## src/rtl/adder_pkg.sv

```systemverilog
// Shared sizing helpers and defaults for the pipelined adder family.
package adder_pkg;

    localparam int DEF_WIDTH  = 8;
    localparam int DEF_STAGES = 2;

    function automatic int slice_w(input int width, input int stages);
        return (stages > 0) ? (width / stages) : 1;
    endfunction

    function automatic bit cfg_legal(input int width, input int stages);
        return (stages >= 1) && (stages <= width) && ((width % stages) == 0);
    endfunction

endpackage

```

## src/rtl/adder_slice.sv

```systemverilog
// Combinational SL-bit slice adder: {co, s} = x + y + ci.
module adder_slice #(
    parameter int SL = 4
) (
    input  logic [SL-1:0] x,
    input  logic [SL-1:0] y,
    input  logic          ci,
    output logic [SL-1:0] s,
    output logic          co
);

    assign {co, s} = {1'b0, x} + {1'b0, y} + {{SL{1'b0}}, ci};

endmodule

```

## src/rtl/pipe_adder_n.sv

```systemverilog
// Pipelined WIDTH-bit adder, one SL-bit slice per stage, valid/ready flow control.
// Optional signed-overflow output enabled by defining ADDER_OVF_EN.
module pipe_adder_n
    import adder_pkg::*;
#(
    parameter int WIDTH  = DEF_WIDTH,
    parameter int STAGES = DEF_STAGES
) (
    input  logic             clk,
    input  logic             rst,
    input  logic [WIDTH-1:0] a,
    input  logic [WIDTH-1:0] b,
    input  logic             c,
    input  logic             in_valid,
    output logic             in_ready,
    output logic [WIDTH-1:0] sum,
    output logic             carry,
    output logic             out_valid,
`ifdef ADDER_OVF_EN
    output logic             ovf,
`endif
    input  logic             out_ready
);

    localparam int SL   = slice_w(WIDTH, STAGES);
    localparam int LAST = STAGES - 1;

    if (!cfg_legal(WIDTH, STAGES)) begin : g_bad_cfg
        $error("pipe_adder_n: need 1 <= STAGES <= WIDTH and WIDTH a multiple of STAGES");
    end

    // r_acc holds finished low sum slices below the not-yet-added high slices of a.
    logic             r_vld [STAGES];
    logic             r_cy  [STAGES];
    logic [WIDTH-1:0] r_acc [STAGES];
    logic [WIDTH-1:0] r_bop [STAGES];

    logic             w_vld_in [STAGES];
    logic             w_ci     [STAGES];
    logic [WIDTH-1:0] w_acc_in [STAGES];
    logic [WIDTH-1:0] w_bop_in [STAGES];
    logic [WIDTH-1:0] w_acc_nx [STAGES];
    logic [SL-1:0]    w_s      [STAGES];
    logic             w_co     [STAGES];
    logic             w_advance;

    assign w_advance = !r_vld[LAST] || out_ready;

    for (genvar k = 0; k < STAGES; k++) begin : g_stage
        localparam int LO = k * SL;
        localparam logic [WIDTH-1:0] MASK = (WIDTH)'({SL{1'b1}}) << LO;

        if (k == 0) begin : g_head
            assign w_vld_in[k] = in_valid;
            assign w_ci[k]     = c;
            assign w_acc_in[k] = a;
            assign w_bop_in[k] = b;
        end else begin : g_body
            assign w_vld_in[k] = r_vld[k-1];
            assign w_ci[k]     = r_cy[k-1];
            assign w_acc_in[k] = r_acc[k-1];
            assign w_bop_in[k] = r_bop[k-1];
        end

        adder_slice #(.SL(SL)) u_slice (
            .x  (w_acc_in[k][LO +: SL]),
            .y  (w_bop_in[k][LO +: SL]),
            .ci (w_ci[k]),
            .s  (w_s[k]),
            .co (w_co[k])
        );

        assign w_acc_nx[k] = (w_acc_in[k] & ~MASK) | ((WIDTH)'(w_s[k]) << LO);
    end

    // Whole pipe shifts together; a stalled output freezes every stage.
    always_ff @(posedge clk) begin
        if (rst) begin
            for (int i = 0; i < STAGES; i++) begin
                r_vld[i] <= 1'b0;
                r_cy[i]  <= 1'b0;
                r_acc[i] <= '0;
                r_bop[i] <= '0;
            end
        end else if (w_advance) begin
            for (int i = 0; i < STAGES; i++) begin
                r_vld[i] <= w_vld_in[i];
                r_cy[i]  <= w_co[i];
                r_acc[i] <= w_acc_nx[i];
                r_bop[i] <= w_bop_in[i];
            end
        end
    end

    assign in_ready  = w_advance;
    assign sum       = r_acc[LAST];
    assign carry     = r_cy[LAST];
    assign out_valid = r_vld[LAST];

`ifdef ADDER_OVF_EN
    logic r_ovf;
    logic w_ovf_nx;

    // Operand MSBs are still intact when entering the last stage.
    assign w_ovf_nx = (w_acc_in[LAST][WIDTH-1] == w_bop_in[LAST][WIDTH-1]) &&
                      (w_acc_nx[LAST][WIDTH-1] != w_acc_in[LAST][WIDTH-1]);

    // Overflow flag travels with the final stage so it aligns with sum.
    always_ff @(posedge clk) begin
        if (rst) begin
            r_ovf <= 1'b0;
        end else if (w_advance) begin
            r_ovf <= w_ovf_nx;
        end
    end

    assign ovf = r_ovf;
`endif

endmodule
```

## config.mk

```make
export PLATFORM = sky130hd
export DESIGN_NAME = pipe_adder_n
export DESIGN_NICKNAME = d
export VERILOG_FILES = /design/src/rtl/adder_pkg.sv /design/src/rtl/adder_slice.sv /design/src/rtl/pipe_adder_n.sv
export SDC_FILE = /design/constraint.sdc
export NUM_CORES = 1
export LEC_CHECK = 0
export ABC_AREA = 1
export BUFFER_PORTS_ARGS = -buffer_cell sky130_fd_sc_hd__buf_2
export CORE_MARGIN = 5
export CORE_UTILIZATION = 56
export CTS_CLUSTER_DIAMETER = 150
export DETAILED_ROUTE_END_ITERATION = 16
export HOLD_SLACK_MARGIN = 0.02
export PLACE_DENSITY = 0.9
export SETUP_SLACK_MARGIN = 0.05
export SKIP_CTS_REPAIR_TIMING = 1
export SLEW_MARGIN = 5
export SYNTH_ARGS = -nofsm -noshare
export SYNTH_HDL_FRONTEND = slang
export SYNTH_SLANG_ARGS = --single-unit
```

## constraint.sdc

```tcl
create_clock -name clk -period 2.3 [get_ports clk]
set_input_delay 0.46 -clock clk [delete_from_list [all_inputs] [get_ports clk]]
set_output_delay 0.46 -clock clk [all_outputs]
set_load 0.05 [all_outputs]
```

Word level (Yosys, flattened, before mapping):

Memory sizes are Yosys's and may differ from the RTL's.
Index checks and enable logic that the tools add are counted.

* $add $sub $neg: 4
* multiplexer cells: 13
* reductions and logical operators: 2
* bitwise operators: 10

Operator list (number)
* $mux W8: 4
* $add A4 B4 Y5: 2
* $add A5 B1 Y5: 2
* $mux W1: 9
* $or A1 B1 Y1: 8
* $or A4 B8 Y8: 1
* $or A8 B4 Y8: 1
* $logic_not A1 Y1: 1
* $logic_or A1 B1 Y1: 1

* bits in registers: 0
* memories kept: 4
* bits in writable memories: 36
* word-level logic and storage cells: 33

Memories
* r_acc: words 2, bits a word 8, read ports 2, clocked after memory_dff 0, write ports 2, RTL line pipe_adder_n.sv:35 `logic [WIDTH-1:0] r_acc [STAGES];`
* r_bop: words 2, bits a word 8, read ports 1, clocked after memory_dff 0, write ports 2, RTL line pipe_adder_n.sv:36 `logic [WIDTH-1:0] r_bop [STAGES];`
* r_cy: words 2, bits a word 1, read ports 2, clocked after memory_dff 0, write ports 2, RTL line pipe_adder_n.sv:34 `logic r_cy [STAGES];`
* r_vld: words 2, bits a word 1, read ports 2, clocked after memory_dff 0, write ports 2, RTL line pipe_adder_n.sv:33 `logic r_vld [STAGES];`

Logic depth before layout (Yosys ltp):

Gate-level depths: netlist of run 1.

* depth after elaboration: 6
* mapped depth: 6

Hierarchy:

From an unflattened synthesis of run 1, not the netlist that was laid out.

* cells, all modules: 137
* area total of the unflattened synthesis: 1411.4 µm²

Modules (own cells, without submodules)
* pipe_adder_n: seq. area each 720.7 µm², cells an instance 87, area each 1081.0 µm², times used 1
* adder_slice: seq. area each 0.0 µm², cells an instance 25, area each 165.2 µm², times used 2

Worst setup path before layout of run 1:

No wires, ideal clock.

* path type: reg2reg
* start point: memory r_vld[1][0], in the netlist r_vld[0][1]
* end point: memory r_acc[0][0] (netlist name) (enable)
* data arrival time: 1343 ps
* library setup time: 490 ps
* cell stages (with the launch flop): 2
* path slack: 467 ps
* path through: edfxtp_1 > nand3_1

RTL lines (RTL line)
* start: declaration: pipe_adder_n.sv:33
* end: declaration: pipe_adder_n.sv:35

==> results of run 1 <==
[per-layer routing]
metal | track usage | wire (µm)
met2 | 0.221 | 1020
met3 | 0.0223 | 142
met4 | 0.0596 | 25
met5 | 0 | 0
met1 | 0.146 | 813
[kinds of logic (layout without fill, tap and decap cells)]
group / after synthesis / count (layout) / synth area share
buffers and inverters: 41 / 66 / 0.154
and+or+nand+nor: 41 / 41 / 0.133
AOI/OAI and AO/OA: 8 / 8 / 0.0367
adders and majority gates: 10 / 10 / 0.120
DFF: 24 / 24 / 0.557
[registers in the layout (all words and copies together) (netlist names)]
register  count
r_acc        16
r_bop         4
r_cy          2
r_vld         2
[cells in the mapped netlist]
| cell | n | area share |
|---|---|---|
| inv_1 | 31 | 0.090 |
| edfxtp_1 | 24 | 0.56 |
| nor2_1 | 21 | 0.061 |
| nand2_1 | 12 | 0.035 |
| buf_4 | 8 | 0.046 |
| a21oi_1 | 6 | 0.023 |
| ha_1 | 6 | 0.058 |
| nand3_1 | 5 | 0.019 |
| fa_1 | 4 | 0.062 |
| a21oi_2 | 2 | 0.014 |
| buf_6 | 2 | 0.017 |
| nand2_2 | 1 | 0.0048 |
| nand2_4 | 1 | 0.0087 |
| nor2_2 | 1 | 0.0048 |
[through the flow]
stage,cell area (µm²),utilization
after global routing,1430,0.648
after global placement,1410,0.637
after detailed placement,1410,0.637
final,1430,0.648
after floorplan,1290,-
after CTS,1430,0.648
[cells in the final DEF, fill, tap and decap left out, drive strengths merged]
master | synthesis | final
fa | 4 | 4
edfxtp | 24 | 24
nor2 | 22 | 22
a21oi | 8 | 8
inv | 31 | 31
nand3 | 5 | 5
nand2 | 14 | 14
clkbuf | 0 | 3
ha | 6 | 6
buf | 10 | 32
[worst max-delay path: stages, from the launching register on]
cell and delay, ns:
edfxtp_1 0.43, fa_1 0.45, inv_1 0.09, fa_1 0.19, inv_1 0.07, nand3_1 0.08, a21oi_1 0.07
[worst max path at each step]
stage / endpoint / cells past startpoint / slack [ns] / start
2_1_floorplan: r_acc[0][0] / 1 / 0.47 / r_vld[0][1]
3_5_place_dp: r_cy[0][0] / 7 / 0.55 / a[0]
5_1_grt: r_cy[0][1] / 6 / 0.59 / r_cy[0][0]
4_1_cts: r_acc[0][13] / 4 / 0.67 / r_cy[0][0]
6_report: r_cy[0][1] / 6 / 0.68 / r_cy[0][0]
3_3_place_gp: r_acc[0][1] / 5 / 0.59 / a[0]
[power groups by stage]
stage          Clock [mW]  Combinational [mW]  Sequential (mW)
2_1_floorplan           0               0.182            0.559
3_3_place_gp            0               0.210            0.551
3_5_place_dp            0               0.222            0.553
4_1_cts             0.174               0.222            0.543
5_1_grt             0.191               0.244            0.546
6_report            0.170               0.221            0.542
[area by class of cell]
type | instances | area, µm²
tap | 28 | 35.0
inverter | 31 | 116
multi-input combinational | 59 | 375
timing repair buffer | 32 | 163
clock buffer | 3 | 22.5
fill | 178 | 779
sequential | 24 | 721
==> impl_metrics.tcl, run 1 <==
set metrics [dict create \
    tightest_slew_ns 0.294 \
    p_seq_frac 0.581 \
    hold_end "r_acc[0][4]" \
    vias 844 \
    cts.sinks 24 \
    clk_path_buf_depth 2 \
    dp_cells 174 \
    dp_hpwl_um 1580 \
    total_power_uw 933 \
    dr.pass1.iters 4 \
    yosysUniqueCellTypes 14 \
    start_kind "flip-flop" \
    port_buffers 31 \
    r2r_end "r_cy[0][1]" \
    cts_made_buffers 3 \
    grt_start_max_net_pins 25 \
    critPathCaptureType "flip-flop" \
    gr-total-overflow 0 \
    area_growth_pct 10.6 \
    fin_cells 177 \
    tns_ns 0 \
    syn_nets 155 \
    p_sw_uw 277 \
    fmax_mhz 618 \
    drt-initial-drc-count 11 \
    grt_pass1_vias 824 \
    power_frac_comb 0.237 \
    rsz0062_at_grt "no" \
    ys_warn_count 0 \
    wl_um 2000 \
    num_rows 17 \
    maxSlewHeadroom 0.804 \
    max_cap_violations 0 \
    die_y_um 58.1 \
    critPathArrivalTime_ns 1.67 \
    drive_above_1_share 0.268 \
    power_density_nw_per_um2 651 \
    path_clk_slew_ns 0.11 \
    clk_latency_ns 0.30 \
    hold_violations 0 \
    die-area_um2 3370 \
    globalRouteTotalUtil 0.125 \
    leakage_nw 0.745 \
    ys_ff_latch 24 \
    slew_viol_final 0 \
    htreeDepth 1 \
    antenna_found_initial 0 \
    worst-setup-path-type "reg2reg" \
    status "finished, final reports clean" \
    min_period_ns 1.62 \
    syn_area_per_cell_um2 10.4 \
    p_clk_frac 0.182 \
    ff2ff_setup_slack_ns 0.68 \
    ir_drop_mv 0.417 \
    grt_pass1_wl_um 3290 \
    place_congestion 0.821 \
    cts_tree "yes" \
    io_pins 32 \
    avgRoutedWirePerCell_um 11.3 \
    die_w_um 58.1 \
    hold_depth 3 \
    netlist_area_um2 1290 \
    p_int_uw 656 \
    swShare 0.297 \
    hp-class "in2reg" \
    period_share 0.704 \
    rr_worst_depth 6 \
    whs_ns 0.451 \
    cts_root_buf "clkbuf_4" \
    setup_slack_ns 0.681 \
    dp_worst_setup_slack_ns 0.548 \
    cp.required_ns 2.36 \
    setup_viol 0 \
    syn_inst 124 \
    reg2reg_from "r_cy[0][0]" \
    nets 182 \
    yosysSeqAreaShare 0.557 \
    drc 0 \
    path_max_fanout 2 \
    ant_nets 0 \
    skew_ns 0.00123 \
    hp-start "a[4]" \
    diodes 0 \
    initial_core_util 0.585 \
    core_um2 2210 \
    vias_per_cell 4.77 \
]
Note: power is estimated with default switching activity, not from simulation.
==> run 2: changes to the inputs <==
- CORE_UTILIZATION: 56 -> 47
- PLACE_DENSITY: 0.9 -> 0.82
- clock period: 2.3 -> 1.3 ns (I/O delays scaled with it)
==> impl_metrics.tcl, run 2 (same netlist as run 1, synthesis figures left out) <==
set metrics [dict create \
    status "finished with violations" \
    violations "negative setup slack" \
    grt-busiest-layer "met2" \
    num_rows 19 \
    ant_nets 0 \
    drt-initial-drc-count 9 \
    grt_start_max_net_pins 25 \
    setup_slack_ns -0.241 \
    cts_tree "yes" \
    worst-setup-path-type "reg2reg" \
    initial_core_util 0.482 \
    path_max_fanout 2 \
    drive_above_1_share 0.316 \
    vias_per_cell 4.57 \
    clk_path_buf_depth 2 \
    power_density_nw_per_um2 1130 \
    final_cell_mix "inv_1 (29), buf_2 (29), edfxtp_1 (24)" \
    drc 0 \
    fin_cells 183 \
    cp.required_ns 1.48 \
    core_um2 2690 \
    hp-class "in2reg" \
    die-area_um2 3910 \
    fmax_mhz 649 \
    largest_register "r_acc" \
    critPathCaptureType "flip-flop" \
    grtUsageMet1 0.118 \
    cts_made_buffers 3 \
    wl_um 2030 \
    groute.layer.met3.usage 0.0360 \
    path_clk_slew_ns 0.13 \
    avgRoutedWirePerCell_um 11.1 \
    port_buffers 31 \
    period_share 1.19 \
    dp_cells 178 \
    leakage_nw 0.773 \
    dp_hpwl_um 1660 \
    slew_viol_final 0 \
    total_power_mw 1.70 \
    die_w_um 62.5 \
    antenna_found_initial 0 \
    maxSlewHeadroom 0.774 \
    largest_reg_flops 16 \
    tns_ns -0.789 \
    start_kind "flip-flop" \
    min_period_ns 1.54 \
    diodes 0 \
    rsz0062_at_grt "yes" \
    htreeDepth 1 \
    vias 837 \
    hold_violations 0 \
    clk_latency_ns 0.31 \
    cts_root_buf "clkbuf_4" \
    grt_pass1_wl_um 3560 \
    area_growth_pct 16.5 \
    cts.sinks 24 \
    reg_top3 "r_acc x16, r_bop x4" \
    tightest_slew_ns 0.339 \
    met2_usage 0.203 \
    skew_ns 0.00774 \
    nFillCells 234 \
    nets 184 \
    gr-total-overflow 0 \
    design_area_um2 1510 \
    die_y_um 62.5 \
    critPathArrivalTime_ns 1.72 \
    place_congestion 0.719 \
    globalRouteTotalUtil 0.111 \
    dr.pass1.iters 3 \
    postPlaceCellArea_um2 1450 \
    ir_drop_mv 0.543 \
    io_pins 32 \
    grt_pass1_vias 884 \
    max_cap_violations 0 \
    setup_viol 5 \
]
==> run 2: cell count changes in the layout (fill, tap and decap cells not counted), moves of 2 or more <==
cell | previous run | this run
fa_1 | 4 | 1
fa_2 | 0 | 3
inv_2 | 0 | 2
buf_2 | 31 | 29
inv_1 | 31 | 29
==> run 2: worst max-delay path: stages, from the launching register on <==
cell      delay, ns
edfxtp_1       0.43
fa_2           0.42
inv_2          0.07
fa_1           0.41
nor2_1         0.10
==> run 2: path summary, 6_finish.rpt <==
kind               startpoint      endpoint  depth (start not counted)  slack (ns)
hold / removal           a[7]   r_acc[0][7]                          3        0.25
setup / recovery  r_acc[0][4]  r_acc[0][13]                          4       -0.24
setup reg to reg  r_acc[0][4]  r_acc[0][13]                          4       -0.24
hold reg to reg   r_acc[0][0]   r_acc[0][8]                          2        0.56
==> run 2: metrics by stage <==
stage,worst slack (ns),utilization,hold WS (ns)
3_5_place_dp,-0.261,0.541,0.544
3_3_place_gp,-0.205,0.541,0.528
5_1_grt,-0.295,0.562,0.224
4_1_cts,-0.267,0.551,0.234
2_1_floorplan,-0.210,-,0.468
6_report,-0.241,0.562,0.246
==> run 2: report_power, final <==
part | total, mW | switching (mW) | internal (mW)
Clock | 0.322 | 0.210 | 0.112
Combinational | 0.420 | 0.280 | 0.140
Sequential | 0.961 | 0.0244 | 0.936
Total | 1.70 | 0.514 | 1.19
==> run 2: cell type report <==
class / instances / area [µm²] / area share
Sequential cell: 24 / 721 / 0.478
Multi-Input combinational cell: 59 / 400 / 0.265
Timing Repair Buffer: 34 / 206 / 0.137
Inverter: 31 / 116 / 0.0771
Tap cell: 31 / 38.8 / 0.0257
Clock buffer: 3 / 22.5 / 0.0149
Clock inverter: 1 / 3.75 / 0.00249
==> run 2: metal layers <==
layer  part of all wire  vias to the layer above
met3              0.062                        2
met5                  0                        -
met4             0.0044                        0
met2               0.53                       19
li1                   -                      431
met1               0.40                      385
==> run 3: changes to the inputs <==
- CORE_UTILIZATION: 47 -> 56
- PLACE_DENSITY: 0.82 -> 0.9
- clock period: 1.3 -> 1.9 ns (I/O delays scaled with it)
==> impl_metrics.tcl, run 3 (same netlist as run 1, synthesis figures left out) <==
set metrics [dict create \
    ff_latch_area_um2 721 \
    grt-busiest-layer "met2" \
    die_w_um 58.1 \
    critPathCaptureType "flip-flop" \
    die-area_um2 3370 \
    groute.layer.met3.usage 0.0401 \
    grt_pass1_wl_um 3160 \
    cts.sinks 24 \
    critPathArrivalTime_ns 1.78 \
    met2_usage 0.203 \
    path_clk_slew_ns 0.12 \
    min_period_ns 1.61 \
    die_y_um 58.1 \
    area_growth_pct 10.9 \
    cts_tree "yes" \
    maxSlewHeadroom 0.805 \
    power_density_nw_per_um2 789 \
    wl_um 1800 \
    io_pins 32 \
    path_max_fanout 2 \
    grt_pass1_vias 799 \
    tns_ns 0 \
    slew_viol_final 0 \
    avgRoutedWirePerCell_um 10.1 \
    drive_above_1_share 0.267 \
    antenna_found_initial 0 \
    cp.required_ns 2.07 \
    ff2ff_setup_slack_ns 0.29 \
    cts_made_buffers 3 \
    cp-startpoint "r_cy[0][0]" \
    nets 182 \
    ir_drop_mv 0.489 \
    fmax_mhz 622 \
    clk_latency_ns 0.30 \
    htreeDepth 1 \
    reg_top3 "r_acc x16, r_bop x4" \
    dr.pass1.iters 4 \
    largest_reg_flops 16 \
    globalRouteTotalUtil 0.121 \
    rsz0062_at_grt "no" \
    nFillCells 194 \
    worst-setup-path-type "reg2reg" \
    ant_nets 0 \
    drt-initial-drc-count 25 \
    postPlaceCellArea_um2 1410 \
    largest_register "r_acc" \
    multi_input_area_um2 375 \
    vias 817 \
    final_cell_mix "inv_1 (31), buf_2 (31), edfxtp_1 (24)" \
    clk_path_buf_depth 2 \
    tightest_slew_ns 0.292 \
    diodes 0 \
    setup_viol 0 \
    design_area_um2 1440 \
    grtUsageMet1 0.142 \
    start_kind "flip-flop" \
    gr-total-overflow 0 \
    period_share 0.846 \
    vias_per_cell 4.59 \
    hp-start "b[4]" \
    num_rows 17 \
    status "finished, final reports clean" \
    grt_start_max_net_pins 25 \
    max_cap_violations 0 \
    port_buffers 31 \
    core_um2 2210 \
    skew_ns 0.00554 \
    drc 0 \
    hp-class "in2reg" \
    initial_core_util 0.585 \
    place_congestion 0.822 \
    total_power_mw 1.13 \
    cts_root_buf "clkbuf_4" \
    final_util 0.649 \
    dp_hpwl_um 1380 \
    reg2reg_from "r_cy[0][0]" \
    leakage_nw 0.747 \
    hold_violations 0 \
]
run 3: changes by cell type in the layout (fill, tap and decap cells not counted), sizes merged:
cell / delta
buf: -2
run 3: layer usage:
metal / vias up / wire, µm
met5: - / 0
met4: 0 / 34
met3: 4 / 175
met2: 31 / 850
met1: 353 / 739
li1: 429 / -
run 3: power breakdown:
part | leakage, nW | internal, mW | total, mW | switching, mW
sequential | 0.279 | 0.640 | 0.656 | 0.0153
clock | 0.0154 | 0.0765 | 0.217 | 0.141
combinational | 0.452 | 0.0792 | 0.261 | 0.181
total | 0.747 | 0.796 | 1.13 | 0.337
run 3: through the flow:
stage                     hold WS (ns)  instances  worst slack, ns
after detailed placement         0.533        174            0.235
after global placement           0.532        174            0.273
after CTS                        0.358        178            0.289
after floorplan                  0.519        124           0.0672
after global routing             0.360        178            0.222
final                            0.362        178            0.293
run 3: worst paths after layout:
kind	endpoint	cells after the start
worst max-delay path	r_acc[0][13]	4
worst min-delay path	r_bop[0][4]	3
worst max register to register	r_acc[0][13]	4
worst min register to register	r_acc[0][10]	2
run 3: cell type report:
| cell class | instances | area share |
|---|---|---|
| sequential | 24 | 0.502 |
| multi-input combinational | 59 | 0.261 |
| timing repair buffer | 32 | 0.113 |
| inverter | 31 | 0.0810 |
| tap | 28 | 0.0244 |
| clock buffer | 3 | 0.0157 |
| clock inverter | 1 | 0.00261 |
run 3: worst max-delay path: stages (launching register included):
cell	delay [ns]
edfxtp_1	0.43
fa_1	0.45
inv_1	0.09
fa_1	0.40
nor2_1	0.10
